<file path="src/rtl/cache_refill_arbiter.sv">
// -----------------------------------------------------------------------------
// cache_refill_arbiter
//
// Shares one memory read port between the I-cache and D-cache miss paths.
// A round-robin arbiter picks one requester, issues a single line-aligned read
// address, then counts BEATS refill beats and steers them to the winner. The
// final beat is flagged with rlast so the cache FSM can leave its MISS state.
//
// Ports
//   clk, reset              clock; asynchronous active-high reset
//   i_req / i_addr          I-cache miss request (held until i_gnt) and address
//   i_gnt                   one-cycle pulse, I-cache request accepted
//   i_rvalid / i_rlast      refill beat valid / final beat for the I-cache
//   d_req / d_addr          D-cache miss request (held until d_gnt) and address
//   d_gnt                   one-cycle pulse, D-cache request accepted
//   d_rvalid / d_rlast      refill beat valid / final beat for the D-cache
//   rdata                   refill data shared by both caches (= m_rdata)
//   m_arvalid / m_araddr    memory read-address valid / line-aligned address
//   m_arready               memory accepts the address
//   m_rvalid / m_rdata      memory data beat valid / data
//   busy                    high whenever a transfer is in progress
// -----------------------------------------------------------------------------
module cache_refill_arbiter #(
  parameter int ADDR_WIDTH = 64,
  parameter int DATA_WIDTH = 64,
  parameter int BEATS      = 8
) (
  input  logic                  clk,
  input  logic                  reset,
  input  logic                  i_req,
  input  logic [ADDR_WIDTH-1:0] i_addr,
  output logic                  i_gnt,
  output logic                  i_rvalid,
  output logic                  i_rlast,
  input  logic                  d_req,
  input  logic [ADDR_WIDTH-1:0] d_addr,
  output logic                  d_gnt,
  output logic                  d_rvalid,
  output logic                  d_rlast,
  output logic [DATA_WIDTH-1:0] rdata,
  output logic                  m_arvalid,
  output logic [ADDR_WIDTH-1:0] m_araddr,
  input  logic                  m_arready,
  input  logic                  m_rvalid,
  input  logic [DATA_WIDTH-1:0] m_rdata,
  output logic                  busy
);

  // Byte-offset bits within one cache line; these are zeroed in m_araddr.
  localparam int LOFF = $clog2(BEATS * DATA_WIDTH / 8);
  localparam int BW   = $clog2(BEATS);

  typedef enum logic [1:0] {
    S_IDLE,
    S_ADDR,
    S_DATA
  } state_t;

  typedef enum logic {
    OWN_I = 1'b0,
    OWN_D = 1'b1
  } owner_t;

  state_t                state;
  state_t                state_nxt;
  owner_t                owner;
  owner_t                last_owner;
  logic                  gnt_q;
  logic [BW-1:0]         beat;
  logic [ADDR_WIDTH-1:0] addr_q;

  logic                  any_req;
  logic                  pick_d;
  logic [ADDR_WIDTH-1:0] sel_addr;
  logic                  beat_fire;
  logic                  last_beat;

  // Round-robin: a lone request wins; on a tie the side not served last wins.
  assign any_req   = i_req | d_req;
  assign pick_d    = d_req & (~i_req | (last_owner == OWN_I));
  assign sel_addr  = pick_d ? d_addr : i_addr;

  // Memory beats only count while in DATA; stray m_rvalid elsewhere is ignored.
  assign beat_fire = (state == S_DATA) & m_rvalid;
  assign last_beat = beat_fire & (beat == BW'(BEATS - 1));

  // ---------------------------------------------------------------------------
  // Next-state logic
  // ---------------------------------------------------------------------------
  always_comb begin
    // NOTE: defaulting every output of a combinational block before the case
    // guarantees no path leaves it unassigned, so no latch is inferred.
    state_nxt = state;
    case (state)
      S_IDLE:  if (any_req)   state_nxt = S_ADDR;
      S_ADDR:  if (m_arready) state_nxt = S_DATA;
      S_DATA:  if (last_beat) state_nxt = S_IDLE;
      default:                state_nxt = S_IDLE;
    endcase
  end

  // ---------------------------------------------------------------------------
  // State register
  // ---------------------------------------------------------------------------
  // NOTE: clocked state uses non-blocking assignments so every register samples
  // pre-edge values, independent of statement or process ordering.
  always_ff @(posedge clk or posedge reset) begin
    if (reset) state <= S_IDLE;
    else       state <= state_nxt;
  end

  // ---------------------------------------------------------------------------
  // Owner, address latch, grant pulse and beat counter
  // ---------------------------------------------------------------------------
  always_ff @(posedge clk or posedge reset) begin
    if (reset) begin
      owner      <= OWN_I;
      last_owner <= OWN_D;   // so the I-cache wins the first tie
      gnt_q      <= 1'b0;
      beat       <= '0;
      addr_q     <= '0;
    end else begin
      // Grant is high only for the first ADDR cycle, regardless of m_arready.
      gnt_q <= (state == S_IDLE) & any_req;

      if ((state == S_IDLE) && any_req) begin
        owner  <= pick_d ? OWN_D : OWN_I;
        addr_q <= {sel_addr[ADDR_WIDTH-1:LOFF], LOFF'(0)};
      end

      if ((state == S_ADDR) && m_arready) beat <= '0;
      else if (beat_fire)                 beat <= beat + BW'(1);

      if (last_beat) last_owner <= owner;
    end
  end

  // ---------------------------------------------------------------------------
  // Outputs
  // ---------------------------------------------------------------------------
  assign i_gnt     = gnt_q & (owner == OWN_I);
  assign d_gnt     = gnt_q & (owner == OWN_D);
  assign m_arvalid = (state == S_ADDR);
  assign m_araddr  = addr_q;
  assign busy      = (state != S_IDLE);

  // Beat steering is combinational so data reaches the cache with no latency.
  assign i_rvalid  = beat_fire & (owner == OWN_I);
  assign d_rvalid  = beat_fire & (owner == OWN_D);
  assign i_rlast   = last_beat & (owner == OWN_I);
  assign d_rlast   = last_beat & (owner == OWN_D);

  // Pure pass-through; the qualifying rvalid carries all the meaning.
  assign rdata     = m_rdata;

endmodule

</file>
<file path="config.mk">
export PLATFORM = sky130hd
export DESIGN_NAME = cache_refill_arbiter
export DESIGN_NICKNAME = d
export VERILOG_FILES = /design/src/rtl/cache_refill_arbiter.sv
export SDC_FILE = /design/constraint.sdc
export NUM_CORES = 1
export LEC_CHECK = 0
export ABC_AREA = 1
export BUFFER_PORTS_ARGS = -buffer_cell sky130_fd_sc_hd__buf_4
export CAP_MARGIN = 0
export CELL_PAD_IN_SITES_DETAIL_PLACEMENT = 1
export CELL_PAD_IN_SITES_GLOBAL_PLACEMENT = 2
export CORE_AREA = 5 5 176 127
export CTS_BUF_LIST = sky130_fd_sc_hd__clkbuf_4 sky130_fd_sc_hd__clkbuf_8
export DETAILED_ROUTE_END_ITERATION = 7
export DIE_AREA = 0 0 181 132
export GPL_ROUTABILITY_DRIVEN = 0
export PLACE_DENSITY_LB_ADDON = 0.1
export SYNTH_ARGS = -nofsm -noshare
export SYNTH_HDL_FRONTEND = slang
export SYNTH_SLANG_ARGS = --single-unit
</file>
<file path="constraint.sdc">
create_clock -name clk -period 5.1 [get_ports clk]
set_input_delay 0 -clock clk [delete_from_list [all_inputs] [get_ports clk]]
set_output_delay 0 -clock clk [all_outputs]
set_load 0.01 [all_outputs]
</file>
## Word level (Yosys, flattened, before mapping)

Cells that the tools add are included.

| operators by class | value |
|---|---|
| add/sub/neg operators | 1 |
| equal/unequal tests | 6 |
| mux-type cells | 8 |
| bitwise gates (word level) | 15 |
| reduce and logical (&&, ||, !) cells | 6 |

Operators by type and width:

| kind | number |
|---|---|
| 64-bit 2-to-1 mux | 1 |
| 1-bit AND | 10 |
| 2-bit 2-to-1 mux | 3 |
| 3-bit 2-to-1 mux | 2 |
| 2-bit case mux with 3 select lines | 1 |
| 2-bit != test, second input constant | 2 |
| 2-bit nonzero test | 2 |
| 3-bit by 1-bit adder with 3-bit output, second input constant | 1 |
| 3-bit == test, second input constant | 1 |
| 1-bit NOT | 3 |
| 3-bit AND reduction | 1 |
| 2-bit by 1-bit == test with 1-bit output, second input constant | 1 |
| 2-bit == test, second input constant | 1 |
| 1-bit logical AND | 2 |
| 2-bit logical NOT | 1 |
| 2-bit by 1-bit != test with 1-bit output, second input constant | 1 |
| 1-bit bitwise OR | 2 |
| 1-bit 2-to-1 mux | 1 |

| word-level totals | value |
|---|---|
| register bits | 66 |
| input bits | 198 |
| output and inout bits | 136 |
| logic and storage cells | 42 |

## Longest topological paths before layout

Gate-level depths: netlist of run 1.

| logic depth | value |
|---|---|
| depth in word-level cells | 5 |
| mapped depth | 7 |
| depth with buffers taken out | 5 |

## Worst setup path after synthesis of run 1

Ideal clock, no wire load.

| timing path | value |
|---|---|
| kind | reg-to-reg |
| from | reg last_owner |
| to | reg addr_q[10] (netlist: m_araddr[10]) |
| library setup time | 117 ps |
| arrival | 1151 ps |
| required time | 4983 ps |
| slack | 3832 ps |
| cell stages (with the launch flop) | 7 |
| buffers on the path | 1 |
| period minus slack after synthesis | 1268 ps |
| cell sequence | dfstp_2 -> nand2_1 -> nand2_1 -> clkbuf_1 -> nand2_1 -> nand3_1 -> nand2_1 |

| on the way | value |
|---|---|
| word-level cells in the longest chain between the ends | 4 |

RTL lines:

| element | line | text |
|---|---|---|
| start, declared | 67 | `owner_t last_owner;` |
| start signal, assigned | 134 | `if (last_beat) last_owner <= owner;` |
| 1-bit NOT | 80 | `assign pick_d = d_req & (~i_req \| (last_owner == OWN_I));` |
| 1-bit bitwise OR | 80 |  |
| 1-bit AND | 80 |  |
| 64-bit 2-to-1 mux | 81 | `assign sel_addr = pick_d ? d_addr : i_addr;` |
| end signal, assigned | 128 | `addr_q <= {sel_addr[ADDR_WIDTH-1:LOFF], LOFF'(0)};` |
| end, declared | 70 | `logic [ADDR_WIDTH-1:0] addr_q;` |

Every way passes these cells.
A chain may end at the register's enable or synchronous reset.

## Final worst setup path of run 1

| timing path | value |
|---|---|
| from | reg state[0] |
| to | reg addr_q[23] (netlist: m_araddr[23]) |

| on the way | value |
|---|---|
| word-level cells in the longest chain between the ends | 2 |

RTL lines:

| element | line | text |
|---|---|---|
| start, declared | 64 | `state_t state;` |
| start signal, assigned | 109 | `else state <= state_nxt;` |
| 2-bit logical NOT | 126 | `if ((state == S_IDLE) && any_req) begin` |
| 1-bit logical AND | 126 |  |

Every way passes these cells.

==> run metrics, run 1 <==
met3 wire length 1419 um; Synth top cells by count 186 x nand2_1, 123 x inv_1, 122 x nand3_1; Final #Nets 1,043; vias 4,495; met2 wire len 7449 um; antenna diode count 0; highest metal layer with signal wires met4; Switch Pwr 1.117 mW; Req. time, crit path 5.39 ns; WP data arrival 2.95 ns; drt first-iter violations 162; CTS root buf clkbuf_8; WL met1 7684 um; clock skew 0.006081 ns; setup TNS 0 ns; Int Power 1.739 mW; clk_lat worst skew 0.36 ns; Fin. Hold Viols 0; Clock Pin Slew Worst Setup and Hold Paths 0.08 ns; WL per Instance 14.92 um; CP max-delay cell dlygate4sd3_1; Routed Antenna Nets 0; static leakage 3.729 nW; Comb pwr share 0.523; Pins Over Slew Limit 0; Crit path largest cell delay 0.60 ns; Achievable Freq 376.7 MHz; Post-CTS Repair Setup Buffers 0; critical path fanouts, max 35; overall overflow remaining after global route 0; Yosys warnings 0; CP Class reg2reg; P&R area growth vs syn 59.46%; Top FF cell, synth dfrtp_1; CP Launch Type flip-flop; Clock Sinks 66; initial antenna violation count 0; most used cell, CP nand2_1; status completed; core area 0.02042 mm^2; synthesized cell area 0.004219 mm^2; Yosys reg bits 66; period utilization 0.5205; num rows 44; crit path capture type flip-flop; Yosys top cell by area dfrtp_1; power per cell area 424.5 mW/mm^2; Routed WL 16,770 um; share of power burned in registers 0.326; Clock Path Buffers 2; EDFF count, synth 0; first-pass GRT wire length 27,460 um; Max Cap Violations 0; # setup viols final 0; depth of the CTS H-tree 3; sw frac 0.3913; cell area after placement 0.005355 mm^2; Min-Delay Path Class in2out; RSZ-0062 raised after global routing false; Cells after Synth 617; vias in the first global route 5,114; peak supply drop 0.1379 mV; CP Cell Sequence inv_1, nand2_1, nor2_4, buf_4, nand3_1, dlygate4sd3_1, nand2_1; PortBufs 187; layout cells sized above 1 0.2524; Slew headroom 0.3573; Netlist cell types 18; chip width 181 um; Initial DRT Pass Iterations 4; Worst Max-Slew Pin Slew 0.9605 ns; sequential fraction of the synthesis area 0.3918; min Tclk post-route 2.654 ns; Syn Area/Cell 6.838 um^2; Worst Path Buf+Inv 3; post-DP HPWL 10,440 um; largest net degree at the start of global routing 67; die area 0.02389 mm^2; Synth area leaders dfrtp_1 39%, nand2_1 17%, nand3_1 14%; Top delay family on crit path buffers and inverters; share of the synthesized area in the top cell type 0.3855; Non-Filler Cell Area, Final 0.006728 mm^2; leading cell type by number of instances after synthesis nand2_1; DR vias/cell 3.999; I/O pin count 334; Die Y 132 um; clock share of power 0.151; async set or reset register ratio after synthesis 1.000; TritonCTS Buffers 9; TritonCTS clock tree built; DRC Markers 0; Starting Density 0.2066; Total Routing Usage GR 0.1417
==> registers in the layout, summed over array words and instances, names as in the netlist <==
signal / cells
m_araddr: 58
beat: 3
state: 2
gnt_q: 1
last_owner: 1
owner: 1
==> logic make-up after synthesis <==
family,Yosys count,synth area share
compound gates,4,0.006229
simple gates,320,0.3227
other cells,1,0.0008888
buf+inv,224,0.2725
flops,66,0.3918
fa+ha+maj,2,0.005930
==> worst reg2reg max path, cell delays in order (launching register included) <==
cell and delay [ns]:
dfrtp_1 0.41, inv_1 0.12, nand2_1 0.12, nor2_4 0.56
buf_4 0.56, nand3_1 0.16, dlygate4sd3_1 0.60, nand2_1 0.06
==> power groups by stage <==
stage	Sequential [mW]	Clock, mW	Combinational [mW]
2_1_floorplan	1.03	0	0.574
3_3_place_gp	0.932	0	1.29
3_5_place_dp	0.940	0	1.30
4_1_cts	0.937	0.461	1.52
5_1_grt	0.971	0.479	1.67
6_report	0.931	0.431	1.49
==> placed cells by master, fill, tap and decap left out, drive strengths merged <==
cell type | synthesis | final
o21ai | 3 | 3
dfstp | 1 | 1
ha | 2 | 2
clkinv | 0 | 4
dfrtp | 65 | 65
inv | 123 | 122
dlygate4sd3 | 0 | 119
conb | 1 | 6
o31ai | 1 | 1
buf | 94 | 192
clkbuf | 7 | 13
nand2 | 186 | 186
nor2 | 10 | 10
nand4 | 2 | 2
nand3 | 122 | 122
==> layer usage <==
metal	track usage	vias to the layer above
li1	-	2213
met4	0.03375	0
met5	0	-
met3	0.05929	21
met2	0.2280	146
met1	0.1779	2115
==> per-stage QoR <==
step	cells	worst slack, ns	hold WS, ns	total power, mW	utilization
2_1_floorplan	622	3.447	0.09177	1.603	-
3_3_place_gp	989	2.667	0.00006862	2.224	0.2622
3_5_place_dp	989	2.693	0.00006862	2.240	0.2622
4_1_cts	1124	2.402	0.00006862	2.922	0.3294
5_1_grt	1124	2.216	0.00001506	3.117	0.3294
6_report	1124	2.446	0.000003906	2.856	0.3294
==> final timing paths <==
check	from	end	slack, ns	depth (start not counted)
min	m_rdata[0]	rdata[0]	0.000004	0
max	state[0]$_DFFE_PP0P_	m_araddr[23]$_DFFE_PP0P_	2.45	7
min reg2reg	m_araddr[29]$_DFFE_PP0P_	m_araddr[29]$_DFFE_PP0P_	0.48	2
max in group asynchronous	reset	m_araddr[55]$_DFFE_PP0P_	3.97	4
max reg2reg	state[0]$_DFFE_PP0P_	m_araddr[23]$_DFFE_PP0P_	2.45	7
min in group asynchronous	reset	m_araddr[46]$_DFFE_PP0P_	0.51	4
==> cell type report <==
class                      count  area (um^2)
clock buffer                  13        166.4
clock inverter                 3        15.01
fill                        2511        13700
inverter                     123        462.9
multi-input combinational    332         1453
sequential                    66         1653
tap                          276        345.3
timing repair buffer         311         2633
==> repair_timing <==
item	4_1_cts	5_1_grt
endpoints found under the hold margin	127	0
resized for setup	0	0
hold buffers	119	0
Note: power is estimated with default switching activity, not from simulation.
==> run 2, diff against run 1 <==
Settings changed: ABC_AREA 1 to 0, CORE_AREA 5 5 176 127 to 5 5 177 128, DIE_AREA 0 0 181 132 to 0 0 182 133.
Clock period 5.1 ns to 2.4 ns, I/O delays scaled along.
==> run metrics, run 2 <==
Fin. Hold Viols 0 (unchanged); RSZ-0062 raised after global routing false; num rows 45 (+2.3%); Die Y 133 um (+0.76%); CTS Hold Bufs 109 (-8.4%); Clock Path Buffers 2 (unchanged); static leakage 2.941 nW (-21%); post-route worst setup slack 0.1045 ns (-2.341 ns); footprint of the multi-input gates 0.001627 mm^2 (+12%); share of the synthesized area in the top cell type 0.4183 (+0.03275); Worst Setup SP last_owner$_DFFE_PP1P_; vias 3,028 (-33%); Comb pwr share 0.485 (-0.038); WP data arrival 2.53 ns (-0.42 ns); dpl ws 0.5445 ns (-2.149 ns); # setup viols final 0 (unchanged); Slew headroom 0.6599 (+0.3027); Clock Pin Slew Worst Setup and Hold Paths 0.07 ns (about the same); die area 0.02421 mm^2 (+1.3%); TritonCTS clock tree built; Top FF cell, synth dfrtp_1; post-DP HPWL 8381 um (-20%); TritonCTS Buffers 9 (unchanged); critical path fanouts, max 33 (-5.7%); Initial DRT Pass Iterations 4 (unchanged); Routed WL 11,440 um (-32%); RR Startpoint last_owner$_DFFE_PP1P_; Final #Nets 738 (-29%); Worst Max-Slew Pin Slew 0.5094 ns (-0.4511 ns); reg2reg setup slack 0.10 ns (-2.34 ns); min Tclk post-route 2.295 ns (-0.3589 ns); Non-Filler Cell Area, Final 0.006432 mm^2 (-4.4%); drt first-iter violations 40 (-75%); Pins Over Slew Limit 0 (unchanged); register area 0.001653 mm^2 (unchanged); clk_lat worst skew 0.36 ns (about the same); Hold Crit Depth 0 (unchanged); Yosys reg bits 66 (unchanged); clock skew 0.008665 ns (+0.002584 ns); async set or reset register ratio after synthesis 1.000 (unchanged); Int Power 4.086 mW (+140%); Yosys warnings 0 (unchanged); core area 0.02100 mm^2 (+2.8%); overall overflow remaining after global route 0 (unchanged); most common cell after layout, fill and taps aside buf_4; sw frac 0.3243 (-0.06699); vias in the first global route 3,456 (-32%); CP Launch Type flip-flop; Min-Delay Path Class in2out; peak supply drop 0.4413 mV (+220%); Total Power 6.046 mW (+110%); largest net degree at the start of global routing 60 (-10%); DRC Markers 0 (unchanged); first-pass GRT wire length 18,390 um (-33%); Total Routing Usage GR 0.09514 (-0.04660); Reg2Reg Depth 5 (-2); sequential fraction of the synthesis area 0.4250 (+0.03328); initial antenna violation count 0 (unchanged); Achievable Freq 435.6 MHz (+16%); Synth top cells by count 99 x mux2_2, 70 x buf_4, 65 x dfrtp_1; FF-to-FF End m_araddr[45]$_DFFE_PP0P_; Cells after Synth 305 (-51%); PortBufs 187 (unchanged); antenna diode count 0 (unchanged); Max Cap Violations 0 (unchanged); Routed Antenna Nets 0 (unchanged); CTS root buf clkbuf_8; CP endpoint m_araddr[45]$_DFFE_PP0P_; most frequent cells in the layout 190 x buf_4, 109 x dlygate4sd3_1, 99 x mux2_2, 65 x dfrtp_1, 18 x mux2_4; Synth area leaders dfrtp_1 42%, mux2_2 29%, buf_4 14%; CP Class reg2reg; setup TNS 0 ns (unchanged); period utilization 0.9565 (+0.4360); WL per Instance 13.86 um (-7.1%); DR vias/cell 3.670 (-8.2%); Starting Density 0.1852 (-0.02140); crit path capture type flip-flop; Syn Area/Cell 12.75 um^2 (+86%); share of power burned in registers 0.335 (+0.009); Netlist cell types 28 (+10); cell area after placement 0.005114 mm^2 (-4.5%); depth of the CTS H-tree 3 (unchanged); EDFF count, synth 0 (unchanged); layout cells sized above 1 0.6096 (+0.3572); chip width 182 um (+0.55%); clock share of power 0.181 (+0.030); power per cell area 940.0 mW/mm^2 (+120%); Post-CTS Repair Setup Buffers 0 (unchanged); synthesized cell area 0.003889 mm^2 (-7.8%); I/O pin count 334 (unchanged); final core occ 0.3063 (-0.02311); Req. time, crit path 2.64 ns (-2.75 ns); number of gates resized after CTS 0 (unchanged); Clock Sinks 66 (unchanged); status completed; P&R area growth vs syn 65.41%; max FFs per register 58 (unchanged); Switch Pwr 1.961 mW (+75%); number of fill cells 2,319 (-7.6%); leading cell type by number of instances after synthesis mux2_2; Yosys top cell by area dfrtp_1
-- run 2: cell count changes after synthesis, sizes merged, moves of 3 or more --
cell / before / now
mux2: 0 / 117
nand3: 122 / 0
buf: 94 / 84
a211oi: 0 / 3
clkbuf: 7 / 0
nor2: 10 / 6
nand2: 186 / 5
a21oi: 0 / 3
inv: 123 / 4
-- run 2: cell families (layout without fill, tap and decap cells) --
logic type / count (synthesis) / in the layout / synth area share
compound gates: 10 / 10 / 0.01834
fa+ha+maj: 2 / 2 / 0.006434
buf+inv: 88 / 321 / 0.1634
flops: 66 / 66 / 0.4250
mux: 118 / 118 / 0.3588
other cells: 1 / 6 / 0.0009643
simple gates: 20 / 20 / 0.02703
-- run 2: metal layers --
metal | part of all wire | track usage
met5 | 0 | 0
met1 | 0.45 | 0.1191
met3 | 0.12 | 0.05029
met2 | 0.41 | 0.1423
met4 | 0.014 | 0.02833
-- run 2: worst min-delay path by stage --
stage,endpoint,from,slack (ns)
final,rdata[52],m_rdata[52],0.000004
after global routing,rdata[43],m_rdata[43],0.00002
after CTS,rdata[10],m_rdata[10],0.00007
after detailed placement,rdata[10],m_rdata[10],0.00007
after global placement,rdata[10],m_rdata[10],0.00007
after floorplan,rdata[0],m_rdata[0],0.09
-- run 2: worst max-delay path: stages, from the launching register on --
cell and delay [ns]:
dfstp_2 0.39, a21boi_4 0.12, buf_4 0.42, mux2_2 0.39, dlygate4sd3_1 0.56, mux2_2 0.26
-- run 2: area by class of cell --
type                       count  area share
clock buffer                  12     0.02373
clock inverter                 4     0.01167
inverter                       4    0.002334
multi-input combinational    156      0.2529
sequential                    66      0.2570
tap                          282     0.05485
timing repair buffer         301      0.3976
-- run 2: per-stage QoR --
stage | hold slack (ns) | instances
floorplan | 0.09177 | 310
global placement | 0.00006862 | 700
detailed placement | 0.00006862 | 700
CTS | 0.00006862 | 825
global route | 0.00001505 | 825
finish | 0.000003919 | 825
-- run 2: power by group through the flow --
stage	Clock, mW	Combinational [mW]	Sequential [mW]
6_report	1.09	2.93	2.02
5_1_grt	1.21	3.19	2.11
4_1_cts	1.16	3.02	2.03
3_5_place_dp	0	2.85	2.04
3_3_place_gp	0	2.84	2.02
2_1_floorplan	0	1.40	2.21
